`src/rtl/cache_tag_mmu_if.sv`:
```
// cache_tag_mmu_if: CPU lookup, fill handshake and status signals of the page-tag cache controller.
interface cache_tag_mmu_if #(
    parameter int ADDR_W  = 24,
    parameter int PAGE_W  = 10,
    parameter int ENTRIES = 4
);
    localparam int TAG_W  = ADDR_W - PAGE_W;
    localparam int SLOT_W = $clog2(ENTRIES);
    logic [ADDR_W-1:0]        a;
    logic                     addrValid;
    logic                     flushAll;
    logic                     phi2;
    logic                     hit;
    logic [SLOT_W+PAGE_W-1:0] extAddr;
    logic                     fillReq;
    logic [TAG_W-1:0]         fillTag;
    logic [SLOT_W-1:0]        fillSlot;
    logic                     fillAck;
    logic [15:0]              missCount;
    modport slave (
        input  a, addrValid, flushAll, fillAck,
        output phi2, hit, extAddr, fillReq, fillTag, fillSlot, missCount
    );
    modport master (
        output a, addrValid, flushAll, fillAck,
        input  phi2, hit, extAddr, fillReq, fillTag, fillSlot, missCount
    );
endinterface

```
`src/rtl/cache_tag_mmu.sv`:
```
// cache_tag_mmu: phi2 generator with per-cycle page-tag lookup; a miss stalls phi2 low while a round-robin slot is filled.
module cache_tag_mmu #(
    parameter int ADDR_W     = 24,
    parameter int PAGE_W     = 10,
    parameter int ENTRIES    = 4,
    parameter int PHI_PERIOD = 10,
    parameter int PHI_HIGH   = 5
) (
    input logic fpgaClk,
    input logic fpgaRstN,
    cache_tag_mmu_if.slave bus
);
    localparam int TAG_W  = ADDR_W - PAGE_W;
    localparam int SLOT_W = $clog2(ENTRIES);
    localparam int CNT_W  = $clog2(PHI_PERIOD);
    typedef enum logic {RUN, FILL} state_t;
    state_t                   state;
    logic [CNT_W-1:0]         cnt;
    logic [TAG_W-1:0]         tagReg [ENTRIES];
    logic [ENTRIES-1:0]       valid;
    logic [SLOT_W-1:0]        victim;
    logic                     hitR;
    logic [SLOT_W+PAGE_W-1:0] extAddrR;
    logic                     fillReqR;
    logic [TAG_W-1:0]         fillTagR;
    logic [SLOT_W-1:0]        fillSlotR;
    logic [15:0]              missCnt;
    logic [TAG_W-1:0]         tag;
    logic                     matchAny;
    logic [SLOT_W-1:0]        matchIdx;
    logic                     lookup;
    assign tag    = bus.a[ADDR_W-1:PAGE_W];
    assign lookup = (state == RUN) && (cnt == CNT_W'(PHI_HIGH - 1));
    // Scan downwards so the lowest matching slot is the one left standing.
    always_comb begin
        matchAny = 1'b0;
        matchIdx = '0;
        for (int i = ENTRIES - 1; i >= 0; i--) begin
            if (valid[i] && tagReg[i] == tag) begin
                matchAny = 1'b1;
                matchIdx = SLOT_W'(i);
            end
        end
    end
    always_ff @(posedge fpgaClk) begin
        if (!fpgaRstN) begin
            state     <= RUN;
            cnt       <= '0;
            valid     <= '0;
            victim    <= '0;
            hitR      <= 1'b0;
            extAddrR  <= '0;
            fillReqR  <= 1'b0;
            fillTagR  <= '0;
            fillSlotR <= '0;
            missCnt   <= '0;
            for (int i = 0; i < ENTRIES; i++) tagReg[i] <= '0;
        end else begin
            if (state == FILL) begin
                if (bus.fillAck) begin
                    tagReg[fillSlotR] <= fillTagR;
                    valid[fillSlotR]  <= 1'b1;
                    victim            <= victim + 1'b1;
                    fillReqR          <= 1'b0;
                    state             <= RUN;
                end
            end else if (lookup && bus.addrValid && !matchAny) begin
                state     <= FILL;
                hitR      <= 1'b0;
                fillReqR  <= 1'b1;
                fillTagR  <= tag;
                fillSlotR <= victim;
                missCnt   <= missCnt + {15'd0, ~&missCnt};
            end else begin
                cnt <= (cnt == CNT_W'(PHI_PERIOD - 1)) ? '0 : cnt + 1'b1;
                if (lookup) hitR <= bus.addrValid;
                if (lookup && bus.addrValid) extAddrR <= {matchIdx, bus.a[PAGE_W-1:0]};
            end
            // Flush overrides a coincident fill install.
            if (bus.flushAll) begin
                valid  <= '0;
                victim <= '0;
            end
        end
    end
    assign bus.phi2      = (cnt >= CNT_W'(PHI_HIGH));
    assign bus.hit       = hitR;
    assign bus.extAddr   = extAddrR;
    assign bus.fillReq   = fillReqR;
    assign bus.fillTag   = fillTagR;
    assign bus.fillSlot  = fillSlotR;
    assign bus.missCount = missCnt;
endmodule

```
`src/flat_wrapper.sv`:
```
// flat-port wrapper written by rule: the top's interface ports become plain ports
module cache_tag_mmu_flat 
#(
    parameter int ADDR_W     = 24,
    parameter int PAGE_W     = 10,
    parameter int ENTRIES    = 4,
    parameter int PHI_PERIOD = 10,
    parameter int PHI_HIGH   = 5
)
  (fpgaClk, fpgaRstN, bus_a, bus_addrValid, bus_flushAll, bus_fillAck, bus_phi2, bus_hit, bus_extAddr, bus_fillReq, bus_fillTag, bus_fillSlot, bus_missCount);
  cache_tag_mmu_if #(.ADDR_W(ADDR_W), .PAGE_W(PAGE_W), .ENTRIES(ENTRIES)) bus_i ();
  input logic fpgaClk;
  input logic fpgaRstN;
  input wire logic [$bits(bus_i.a)-1:0] bus_a;
  input wire logic [$bits(bus_i.addrValid)-1:0] bus_addrValid;
  input wire logic [$bits(bus_i.flushAll)-1:0] bus_flushAll;
  input wire logic [$bits(bus_i.fillAck)-1:0] bus_fillAck;
  output wire logic [$bits(bus_i.phi2)-1:0] bus_phi2;
  output wire logic [$bits(bus_i.hit)-1:0] bus_hit;
  output wire logic [$bits(bus_i.extAddr)-1:0] bus_extAddr;
  output wire logic [$bits(bus_i.fillReq)-1:0] bus_fillReq;
  output wire logic [$bits(bus_i.fillTag)-1:0] bus_fillTag;
  output wire logic [$bits(bus_i.fillSlot)-1:0] bus_fillSlot;
  output wire logic [$bits(bus_i.missCount)-1:0] bus_missCount;
  assign bus_i.a = bus_a;
  assign bus_i.addrValid = bus_addrValid;
  assign bus_i.flushAll = bus_flushAll;
  assign bus_i.fillAck = bus_fillAck;
  assign bus_phi2 = bus_i.phi2;
  assign bus_hit = bus_i.hit;
  assign bus_extAddr = bus_i.extAddr;
  assign bus_fillReq = bus_i.fillReq;
  assign bus_fillTag = bus_i.fillTag;
  assign bus_fillSlot = bus_i.fillSlot;
  assign bus_missCount = bus_i.missCount;
  cache_tag_mmu #(.ADDR_W(ADDR_W), .PAGE_W(PAGE_W), .ENTRIES(ENTRIES), .PHI_PERIOD(PHI_PERIOD), .PHI_HIGH(PHI_HIGH)) u_core (.fpgaClk(fpgaClk), .fpgaRstN(fpgaRstN), .bus(bus_i));
endmodule
```
`config.mk`:
```
export PLATFORM = sky130hd
export DESIGN_NAME = cache_tag_mmu_flat
export DESIGN_NICKNAME = d
export VERILOG_FILES = /design/src/rtl/cache_tag_mmu_if.sv /design/src/rtl/cache_tag_mmu.sv /design/src/flat_wrapper.sv
export SDC_FILE = /design/constraint.sdc
export NUM_CORES = 1
export LEC_CHECK = 0
export BUFFER_PORTS_ARGS = -buffer_cell sky130_fd_sc_hd__buf_4
export CORE_MARGIN = 3
export CORE_UTILIZATION = 30
export DETAILED_ROUTE_END_ITERATION = 16
export PLACE_DENSITY_LB_ADDON = 0.12
export SYNTH_ARGS = -nofsm -noshare
export SYNTH_HDL_FRONTEND = slang
export SYNTH_SLANG_ARGS = --single-unit
```
`constraint.sdc`:
```
create_clock -name fpgaClk -period 4.39 [get_ports fpgaClk]
set_input_delay 0.2195 -clock fpgaClk [delete_from_list [all_inputs] [get_ports fpgaClk]]
set_output_delay 0.2195 -clock fpgaClk [all_outputs]
set_load 0.02 [all_outputs]
```
# Word level (Yosys, flattened, before mapping)
# Memories as Yosys holds them, arrays and structs flattened.
# Index checks and enable logic that the tools add are counted.
# word_totals
register_bits,57
mem_bits_rw,56
inputBits,29
out_inout_bits,47
word_cells,76
memories,1
# classes
n_addsub,3
magnitude_cmp,3
eq_ne,7
muxes,27
bitwise_logic,4
reduce_logical,21
# mem_list
name,depth,width,read_ports,rd_clocked_by_memory_dff,write_ports,line_no,rtl
u_core.tagReg,4,14,4,0,4,cache_tag_mmu.sv:19,logic [TAG_W-1:0] tagReg [ENTRIES];
# ops
cell,n
equality test 14 bit,4
2-to-1 mux 1 bit,19
adder 16 x 1 -> 16 bit,1
AND reduction 16 bit,1
2-to-1 mux 14 bit,1
OR reduction 14 bit,1
2-to-1 mux 2 bit,5
AND reduction 2 bit,5
logical AND 1 bit,8
adder 4 x 1 -> 4 bit (second input constant),1
equality test 4 x 3 -> 1 bit (second input constant),1
equality test 4 bit (second input constant),1
greater-or-equal comparator 4 x 3 -> 1 bit (second input constant),1
2-to-1 mux 4 bit,1
bitwise OR 4 bit,1
nonzero test 2 bit,2
less-than comparator 2 x 3 -> 1 bit (second input constant),1
inverter 1 bit,3
AND reduction 3 bit,1
adder 2 x 1 -> 2 bit (second input constant),1
demux 1 bit (select 2 bit),1
greater-or-equal comparator 2 x 1 -> 1 bit (second input constant),1
logical NOT 1 bit,2
!= test 2 bit (second input constant),1
OR reduction 2 bit,1

# Depth between registers and ports, before layout
# Gate-level depths: netlist (run 1).
# logic_depth
depth_word,10
depth_mapped,10
depth_no_buf,9

# Worst setup path after synthesis (run 1)
# OpenSTA, ideal clock, no wires.
# synth_path
path_type,register to register
start,"reg u_core.missCnt[2], in the netlist u_core.bus.missCount[2]"
end,"reg u_core.missCnt[4], in the netlist u_core.bus.missCount[4]"
setup_time_ns,0.132
t_arrival_ns,2.117
required_time_ns,4.258
slack_ns,2.141
stages_incl_launch_ff,11
path_buffers,1
synth_period_minus_slack_ns,2.249
cell_sequence,dfxtp_1 nand4_1 nor3_1 and3_1 nand4_1 ha_1 ha_1 nand2_1 clkbuf_1 or4_1 a21oi_1
# synth_between
elab_chain_cells,3
# synth_lines
element,line_no,rtl
from (decl),cache_tag_mmu.sv:27,logic [15:0] missCnt;
from (signal assigned),cache_tag_mmu.sv:73,"missCnt <= missCnt + {15'd0, ~&missCnt};"
AND reduction 16 bit,cache_tag_mmu.sv:73,
logical NOT 1 bit,cache_tag_mmu.sv:73,
adder 16 x 1 -> 16 bit (*),cache_tag_mmu.sv:73,
# Every way passes the cells marked *; elsewhere a longest branch is shown, timed or not.
# A chain may end at the register's enable or synchronous reset.

==> impl_metrics.env, run 1 <==
export IMPL_run_status="finished, final reports clean"
export IMPL_synth_top_area_frac=0.318
export IMPL_rsz0062_at_grt="no"
export IMPL_cts_clk_slew_worst_paths_ns=0.05
export IMPL_hold_class="primary input to register"
export IMPL_gr_usage_met3=0.0424
export IMPL_drtAntennaViolNets=0
export IMPL_seqCellArea_mm2=0.00282
export IMPL_yosysWarnings=0
export IMPL_wl_per_cell_um=16.7
export IMPL_grt_pass1_wl_um=21700
export IMPL_fin_cells=813
export IMPL_portBuffers=75
export IMPL_fmax_mhz=329
export IMPL_dp_worst_setup_slack_ns=1.32
export IMPL_cts_path_max_buffers=2
export IMPL_synth_top_cells_by_count="nand2_1 (85), dfxtp_1 (57), xnor2_1 (57), edfxtp_1 (56), nor2_1 (37)"
export IMPL_crit_required_ns=4.73
export IMPL_synth_top_cells_by_area="edfxtp_1 (32%), dfxtp_1 (22%), xnor2_1 (9.5%), mux2i_1 (6.1%), nand2_1 (6.0%)"
export IMPL_arrival_ns=3.37
export IMPL_worstReg2RegEnd="u_core.bus.fillTag[3]"
export IMPL_async_flop_share=0
export IMPL_crit_chain="xnor2_1 -> nand4_1 -> nor4_1 -> or4_1 -> buf_4 -> nor2_2 -> buf_4 -> mux2i_1"
export IMPL_post_route_period_util=0.692
export IMPL_relSlewSlack=0.228
export IMPL_io_pins=76
export IMPL_die_h_um=139
export IMPL_multi_input_area_mm2=0.00221
export IMPL_critical_path_max_stage_delay_ns=0.89
export IMPL_ys_types=35
export IMPL_first_global_vias=3886
export IMPL_place_congestion=0.758
export IMPL_maxSlewViolCount=0
export IMPL_finalWirelength_um=13600
export IMPL_hold_buffers=0
export IMPL_vias=3862
export IMPL_synth_area_mm2=0.00528
export IMPL_cp_start_kind="register"
export IMPL_overflow=0
export IMPL_post_cts_setup_buffers=0
export IMPL_antenna_cells=0
export IMPL_nets=611
export IMPL_clock_sinks=113
export IMPL_syn_area_per_cell_um2=10.2
export IMPL_finalHoldViolations=0
export IMPL_yosysMostFrequentCell="nand2_1"
export IMPL_ir_drop_mv=0.264
export IMPL_antenna_found_initial=0
export IMPL_p_leak_nw=2.48
export IMPL_initial_utilization=0.313
export IMPL_maxCapViolations=0
export IMPL_syn_nets=550
export IMPL_place_inst=781
export IMPL_hold_depth=3
export IMPL_drt_iter0_markers=222
export IMPL_cts_max_level=4
export IMPL_reg2reg_from="u_core.tagReg[1][8]"
export IMPL_cts_tree="done"
export IMPL_final_layout_size_suffix_gt1_frac=0.189
export IMPL_track_usage=0.145
export IMPL_ys_flop_type="dfxtp_1"
export IMPL_drt_pre_antenna_iters=4
export IMPL_drc=0
export IMPL_fin_crit_ns=3.04
export IMPL_fp_coreArea_mm2=0.0169
export IMPL_worstRegToRegCells=8
export IMPL_die_area_mm2=0.0192
export IMPL_crit_fanout=28
export IMPL_path_common_cell="buf_4"
export IMPL_met1_usage=0.194
export IMPL_p_per_area_mw_per_mm2=398
export IMPL_clock_root_buffer="clkbuf_16"
export IMPL_grt_busiest_layer="met2"
export IMPL_syn2layout_area_growth_pct=23.4
export IMPL_yosysSeqAreaShare=0.535
export IMPL_worst_pin_slew_ns=1.15
export IMPL_die_w_um=139
export IMPL_use_met2=0.228
export IMPL_cts_resized=0
export IMPL_finalClockSkew_ns=0.00791
export IMPL_end_kind="register"
export IMPL_path_class="register to register"
export IMPL_hpwl_um=9330
export IMPL_layout_setup_ws_ns=1.35
export IMPL_yosysTopAreaCell="edfxtp_1"
export IMPL_hold_path_end="u_core.bus.extAddr[7]"
export IMPL_critPathSlowestCell="nor2_2"
export IMPL_grt_max_degree=51
export IMPL_worstSkewPairLatency_ns=0.41
export IMPL_whs_ns=0.0594
export IMPL_rows=47
export IMPL_vias_per_cell=4.75
export IMPL_power_mw=2.59
export IMPL_nFillCells=1675
export IMPL_numCtsBuffers=17
export IMPL_synth_edf_count=56
export IMPL_fin_setup_tns_ns=0
export IMPL_synth_cells=519
export IMPL_min_from="bus_a[7]"
export IMPL_synth_seq_cells=113
export IMPL_setup_viol=0
export IMPL_r2r_setup_slack_ns=1.35
## registers in the layout, summed over array words and instances, names as in the netlist
register and flops:
u_core.state 1, u_core.bus.fillTag 14, u_core.bus.fillSlot 2, u_core.tagReg 56
u_core.bus.fillReq 1, u_core.cnt 4, u_core.bus.extAddr 12, u_core.victim 2
u_core.bus.missCount 16, u_core.bus.hit 1, u_core.valid 4
## how the worst max path moves through the flow
stage                            start                       to  depth (start not counted)
2_1_floorplan  u_core.bus.missCount[2]  u_core.bus.missCount[4]                         10
3_3_place_gp                 bus_a[18]    u_core.bus.fillTag[0]                          9
3_5_place_dp       u_core.tagReg[1][6]    u_core.bus.fillTag[3]                          8
4_1_cts            u_core.tagReg[1][6]    u_core.bus.fillTag[3]                          8
5_1_grt            u_core.tagReg[1][6]    u_core.bus.fillTag[2]                          8
6_report           u_core.tagReg[1][8]    u_core.bus.fillTag[3]                          8
## cell type report
cell class | count | share of cell area
Timing Repair Buffer | 79 | 0.0910
Tap cell | 220 | 0.0423
Inverter | 13 | 0.00749
Multi-Input combinational cell | 356 | 0.339
Clock buffer | 28 | 0.0841
Sequential cell | 113 | 0.433
Clock inverter | 4 | 0.00307
## layer usage
layer  share of wire  vias to the layer above  routed length (um)
met5               0                        -                   0
met4           0.014                        0                 187
met3           0.038                       12                 515
met2            0.47                       76                6380
met1            0.48                     1864                6520
li1                -                     1910                   -
## power by group
group | leakage, nW | switching, mW | total (mW) | internal, mW
combinational | 1.16 | 0.0827 | 0.144 | 0.0613
sequential | 1.04 | 0.0142 | 1.14 | 1.13
clock | 0.285 | 0.461 | 1.30 | 0.841
total | 2.48 | 0.558 | 2.59 | 2.03
## cell families after synthesis
kind of cell    count (synthesis)  share of synthesized area
flops                         113                      0.535
simple gates                  224                      0.208
fa+ha+maj                       2                    0.00474
mux                            32                     0.0607
buf+inv                        50                     0.0500
compound gates                 39                     0.0445
xor+xnor                       59                     0.0979
## worst max-delay path, delay by kind of cell (launching register included)
kind,cells,cell delay [ns]
buffers and inverters,2,0.56
muxes,1,0.20
and+or+nand+nor,4,1.67
DFF,1,0.38
xor gates and xnor gates,1,0.15
## layout by cell type (no fill, tap or decap), types with 5 or more instances in the layout
cell type	n
clkbuf_8	6
mux2i_1	32
nand2b_1	11
xnor2_1	57
and2_1	22
buf_4	79
or4_1	12
edfxtp_1	56
nor4_1	5
nor2_1	36
clkbuf_16	18
dfxtp_1	57
a21oi_1	17
o31ai_1	10
nand2_1	85
nand4_1	17
inv_1	12
nand3_1	10
nor3_1	6
and3_1	10
## per-stage QoR
step / instance area (um^2) / util
floorplan: 5280 / -
global placement: 5950 / 0.352
detailed placement: 5950 / 0.352
CTS: 6520 / 0.386
global route: 6520 / 0.386
finish: 6520 / 0.386
No activity file was read; power rests on OpenSTA's default activity.
==> run 2, diff against run 1 <==
==> constraint.sdc (replaced) <==
create_clock -name fpgaClk -period 2.4 [get_ports fpgaClk]
set_input_delay 0.12 -clock fpgaClk [delete_from_list [all_inputs] [get_ports fpgaClk]]
set_output_delay 0.12 -clock fpgaClk [all_outputs]
set_load 0.02 [all_outputs]
==> run 2 against run 1 <==
Against the previous run: worst hold slack lost 0.047 ns; non-clock buffer count increased by 31; combinational power increased by 99%; wire length grew 1.7%; utilization up 1.3 points; design area grew 3.5%; count of clock-buffer cells in the layout is 7 lower; clock power grew 62%; maximum frequency rose by 33%; register-to-register slack worse by 1.2 ns; global-route usage grew 0.44 points; first-iteration DRC count down 18%; largest cell class unchanged.
==> impl_metrics.env, run 2 (synthesized netlist as in run 1, its figures left out) <==
export IMPL_run_status="finished, final reports clean"
export IMPL_nets=642
export IMPL_track_usage=0.150
export IMPL_finalWirelength_um=13800
export IMPL_vias=3891
export IMPL_rows=47
export IMPL_r2r_setup_slack_ns=0.12
export IMPL_grt_pass1_wl_um=22500
export IMPL_place_congestion=0.820
export IMPL_relSlewSlack=0.670
export IMPL_nFillCells=1675
export IMPL_cts_path_max_buffers=2
export IMPL_setup_viol=0
export IMPL_drtAntennaViolNets=0
export IMPL_syn2layout_area_growth_pct=27.7
export IMPL_largest_register_ffs=56
export IMPL_die_h_um=139
export IMPL_arrival_ns=2.62
export IMPL_wl_per_cell_um=16.4
export IMPL_layout_setup_ws_ns=0.124
export IMPL_portBuffers=75
export IMPL_io_pins=76
export IMPL_worstReg2RegEnd="u_core.bus.missCount[12]"
export IMPL_antenna_found_initial=0
export IMPL_vias_per_cell=4.61
export IMPL_power_mw=4.49
export IMPL_worstRegToRegCells=7
export IMPL_grt_max_degree=32
export IMPL_final_cell_mix="buf_4 (96), nand2_1 (84), xnor2_1 (57), dfxtp_1 (57), edfxtp_1 (56)"
export IMPL_dp_worst_setup_slack_ns=-0.0361
export IMPL_hold_path_end="u_core.bus.fillTag[11]"
export IMPL_gr_usage_met3=0.0310
export IMPL_fmax_mhz=439
export IMPL_antenna_cells=0
export IMPL_clock_sinks=113
export IMPL_p_per_area_mw_per_mm2=666
export IMPL_path_class="register to register"
export IMPL_reg2reg_from="u_core.tagReg[0][3]"
export IMPL_use_met2=0.248
export IMPL_crit_required_ns=2.74
export IMPL_top_register="u_core.tagReg"
export IMPL_end_kind="register"
export IMPL_p_leak_nw=2.59
export IMPL_cp_start_kind="register"
export IMPL_rsz0062_at_grt="yes"
export IMPL_post_route_period_util=0.948
export IMPL_hold_class="primary input to register"
export IMPL_drt_iter0_markers=182
export IMPL_finalHoldViolations=0
export IMPL_worst_pin_slew_ns=0.490
export IMPL_clock_root_buffer="clkbuf_16"
export IMPL_grt_busiest_layer="met2"
export IMPL_fin_crit_ns=2.28
export IMPL_min_from="bus_a[21]"
export IMPL_crit_fanout=26
export IMPL_ir_drop_mv=0.475
export IMPL_finalClockSkew_ns=0.00874
export IMPL_worstSkewPairLatency_ns=0.41
export IMPL_cts_max_level=4
export IMPL_hold_depth=3
export IMPL_hpwl_um=9600
export IMPL_cts_clk_slew_worst_paths_ns=0.05
export IMPL_first_global_vias=4026
export IMPL_drc=0
export IMPL_die_area_mm2=0.0192
export IMPL_cts_tree="done"
export IMPL_die_w_um=139
export IMPL_met1_usage=0.197
export IMPL_layout_commonest_cell="buf_4"
export IMPL_fp_coreArea_mm2=0.0169
export IMPL_initial_utilization=0.313
export IMPL_drt_pre_antenna_iters=6
export IMPL_maxSlewViolCount=0
export IMPL_maxCapViolations=0
export IMPL_overflow=0
export IMPL_numCtsBuffers=17
export IMPL_final_layout_size_suffix_gt1_frac=0.202
-- run 2: cell types whose count changed in the layout (fill, tap and decap cells not counted), moves of 4 or more --
cell and delta:
buf_12 +4, clkinv_1 +6, buf_4 +17, clkbuf_8 -6, dlygate4sd3_1 +10
-- run 2: layout make-up --
type                       count  area [um^2]  share of cell area
sequential                   113         2820               0.419
clock buffer                  21          440              0.0653
multi-input combinational    356         2210               0.327
clock inverter                11         47.5             0.00705
timing repair buffer         110          901               0.134
tap                          220          275              0.0408
inverter                      13         48.8             0.00724
-- run 2: stage by stage --
stage	instance area, um^2	hold slack [ns]	std cells	utilization	setup TNS, ns
floorplan	5280	0.259	519	-	0
global placement	6140	0.375	802	0.364	-0.0467
detailed placement	6140	0.387	802	0.364	-0.174
CTS	6740	0.00147	844	0.399	0
global route	6740	0.00569	844	0.400	-0.00243
finish	6740	0.0120	844	0.400	0
-- run 2: routing by layer --
metal	part of all wire	vias to the layer above
met2	0.49	58
met4	0.013	0
li1	-	1965
met3	0.026	12
met5	0	-
met1	0.47	1856
-- run 2: how the worst max path moves through the flow --
stage / startpoint / end / slack, ns
after floorplan: u_core.bus.missCount[2] / u_core.bus.missCount[4] / 0.15
after global placement: u_core.tagReg[0][3] / u_core.bus.fillSlot[0] / -0.008
after detailed placement: u_core.tagReg[0][3] / u_core.bus.fillSlot[1] / -0.04
after CTS: u_core.tagReg[0][5] / u_core.bus.missCount[12] / 0.009
after global routing: u_core.tagReg[0][5] / u_core.bus.missCount[12] / -0.002
final: u_core.tagReg[0][3] / u_core.bus.missCount[12] / 0.12
-- run 2: power breakdown --
part           leakage (nW)  switching (mW)  internal [mW]  total [mW]
Sequential             1.04          0.0261           2.06        2.09
Clock                 0.243           0.832           1.28        2.11
Combinational          1.31           0.155          0.132       0.287
-- run 2: critical path: stages (launching register included) --
cell and delay, ns:
edfxtp_1 0.38, xnor2_1 0.17, nand4_1 0.14, nor4_1 0.09
or4_4 0.59, buf_12 0.18, or4_1 0.51, a21oi_1 0.14
-- run 2: repair_timing --
item / CTS / global route
pin swaps: 0 / 1
resized for setup: 1 / 2
hold buffers: 10 / 0
setup buffers: 0 / 0
endpoints found under the setup margin: 16 / 16
hold endpoints to repair: 10 / 0
==> run 3, diff against run 2 <==
--- a/config.mk
+++ b/config.mk
@@ -5,11 +5,12 @@
 export SDC_FILE = /design/constraint.sdc
 export NUM_CORES = 1
 export LEC_CHECK = 0
-export BUFFER_PORTS_ARGS = -buffer_cell sky130_fd_sc_hd__buf_4
+export BUFFER_PORTS_ARGS = -buffer_cell sky130_fd_sc_hd__clkbuf_2
 export CORE_MARGIN = 3
 export CORE_UTILIZATION = 30
 export DETAILED_ROUTE_END_ITERATION = 16
 export PLACE_DENSITY_LB_ADDON = 0.12
+export REMOVE_ABC_BUFFERS = 1
 export SYNTH_ARGS = -nofsm -noshare
 export SYNTH_HDL_FRONTEND = slang
 export SYNTH_SLANG_ARGS = --single-unit
==> run 3 against run 2 <==
Against the previous run: via count rose by 0.51%; clock power up 38%; sequential share of layout area increased by 0.20 points; critical endpoint is now u_core.bus.missCount[10]; critical path type unchanged; global-route usage shrank 0.15 points; worst hold slack gained 0.026 ns; utilization is 0.19 points lower; first-iteration DRC count rose by 16%; sequential power hardly changed; cell count fell by 0.12%; largest power group unchanged; wire length is essentially flat; total power increased by 17%.
==> impl_metrics.env, run 3 (synthesized netlist as in run 1, its figures left out) <==
export IMPL_nFillCells=1689
export IMPL_top_register="u_core.tagReg"
export IMPL_fp_coreArea_mm2=0.0169
export IMPL_grt_pass1_wl_um=22300
export IMPL_finalWirelength_um=13800
export IMPL_multi_input_area_mm2=0.00223
export IMPL_cp_start_kind="register"
export IMPL_crit_fanout=28
export IMPL_worst_pin_slew_ns=0.456
export IMPL_final_util=0.398
export IMPL_arrival_ns=2.60
export IMPL_relSlewSlack=0.694
export IMPL_layout_setup_ws_ns=0.146
export IMPL_cts_max_level=4
export IMPL_rsz0062_at_grt="no"
export IMPL_grt_max_degree=40
export IMPL_rows=47
export IMPL_track_usage=0.148
export IMPL_crit_chain="xnor2_1 -> nand4_1 -> nor4_2 -> or4_4 -> buf_12 -> or4_1 -> a21oi_1"
export IMPL_fin_cells=843
export IMPL_drc=0
export IMPL_fmax_mhz=444
export IMPL_antenna_found_initial=0
export IMPL_whs_ns=0.0383
export IMPL_wl_per_cell_um=16.4
export IMPL_power_share_clock=0.552
export IMPL_overflow=0
export IMPL_comb_power_share=0.052
export IMPL_hold_path_end="u_core.bus.fillTag[12]"
export IMPL_clock_root_buffer="clkbuf_16"
export IMPL_critPathSlowestCell="or4_4"
export IMPL_cts_path_max_buffers=2
export IMPL_place_congestion=0.789
export IMPL_antenna_cells=0
export IMPL_hpwl_um=9820
export IMPL_crit_required_ns=2.74
export IMPL_fin_crit_ns=2.25
export IMPL_die_area_mm2=0.0192
export IMPL_drt_iter0_markers=212
export IMPL_switchingPower_mw=1.07
export IMPL_fin_setup_tns_ns=0
export IMPL_clock_sinks=113
export IMPL_critical_path_max_stage_delay_ns=0.56
export IMPL_hold_class="primary input to register"
export IMPL_syn2layout_area_growth_pct=27.1
export IMPL_end_kind="register"
export IMPL_drt_pre_antenna_iters=4
export IMPL_largest_register_ffs=56
export IMPL_first_global_vias=3938
export IMPL_reg2reg_from="u_core.tagReg[0][3]"
export IMPL_drtAntennaViolNets=0
export IMPL_worstReg2RegEnd="u_core.bus.missCount[10]"
export IMPL_min_from="bus_a[22]"
export IMPL_p_leak_nw=2.60
export IMPL_finalHoldViolations=0
export IMPL_r2r_setup_slack_ns=0.15
export IMPL_die_h_um=139
export IMPL_vias_per_cell=4.64
export IMPL_cts_tree="done"
export IMPL_setup_viol=0
export IMPL_post_route_period_util=0.939
export IMPL_io_pins=76
export IMPL_dp_worst_setup_slack_ns=0.0392
export IMPL_p_per_area_mw_per_mm2=786
export IMPL_seqCellArea_mm2=0.00282
export IMPL_die_w_um=139
export IMPL_place_inst=801
export IMPL_p_sw_frac=0.203
export IMPL_nets=641
export IMPL_final_cell_mix="nand2_1 (84), clkbuf_2 (75), xnor2_1 (57), dfxtp_1 (57), edfxtp_1 (56)"
export IMPL_finalClockSkew_ns=0.00639
export IMPL_hold_depth=3
export IMPL_run_status="finished, final reports clean"
export IMPL_path_class="register to register"
export IMPL_portBuffers=75
export IMPL_final_layout_size_suffix_gt1_frac=0.213
export IMPL_numCtsBuffers=17
export IMPL_layout_commonest_cell="nand2_1"
export IMPL_ir_drop_mv=0.444
export IMPL_worstSkewPairLatency_ns=0.41
export IMPL_vias=3911
export IMPL_p_int_mw=4.21
export IMPL_worstRegToRegCells=7
export IMPL_maxCapViolations=0
export IMPL_maxSlewViolCount=0
export IMPL_seqPwrFrac=0.396
export IMPL_cts_clk_slew_worst_paths_ns=0.05
export IMPL_initial_utilization=0.313
==> run 3: layout make-up <==
cell class              count  area share
multi-input cells         356       0.332
clock buffers              18      0.0639
flip-flops and latches    113       0.421
clock inverters            14      0.0360
inverters                  13     0.00727
repair buffers            109      0.0996
well taps                 220      0.0410
==> run 3: power by group through the flow <==
stage               sequential (mW)  clock, mW  combinational, mW
floorplan                      2.13          0              0.129
global placement               2.13          0              0.264
detailed placement             2.13          0              0.265
CTS                            2.09       2.98              0.280
global route                   2.09       3.05              0.304
finish                         2.09       2.91              0.274
==> run 3: how the worst max path moves through the flow <==
stage | start | to | slack, ns
finish | u_core.tagReg[0][3] | u_core.bus.missCount[10] | 0.15
global route | u_core.bus.missCount[4] | u_core.bus.missCount[14] | 0.02
CTS | u_core.tagReg[3][6] | u_core.bus.extAddr[0] | 0.02
detailed placement | u_core.tagReg[3][6] | u_core.bus.extAddr[10] | 0.04
global placement | u_core.tagReg[3][6] | u_core.bus.extAddr[10] | 0.07
floorplan | u_core.tagReg[0][6] | u_core.bus.fillSlot[0] | -0.65
==> run 3: stage by stage <==
step / power (mW) / cell area, um^2
4_1_cts: 5.35 / 6680
5_1_grt: 5.45 / 6710
3_3_place_gp: 2.39 / 5910
2_1_floorplan: 2.26 / 5060
6_report: 5.28 / 6710
3_5_place_dp: 2.39 / 5910
==> run 3: worst max-delay path: cells and delay by family (launching register included) <==
kind | cells | cell delay (ns)
flops | 1 | 0.38
buf+inv | 1 | 0.18
xor+xnor | 1 | 0.17
simple gates | 4 | 1.29
compound gates | 1 | 0.17
==> run 3: layer usage <==
layer,GRT usage,share of wire,vias up
met5,0,0,-
li1,-,-,1967
met4,0.0494,0.012,0
met3,0.0390,0.033,12
met2,0.241,0.48,69
met1,0.192,0.47,1863
==> run 3: repair_timing <==
action                                  CTS  global route
hold buffers                             10             0
setup buffers                             0             0
endpoints found under the setup margin    0            38
endpoints found under the hold margin    10             0
resized for setup                         0             6
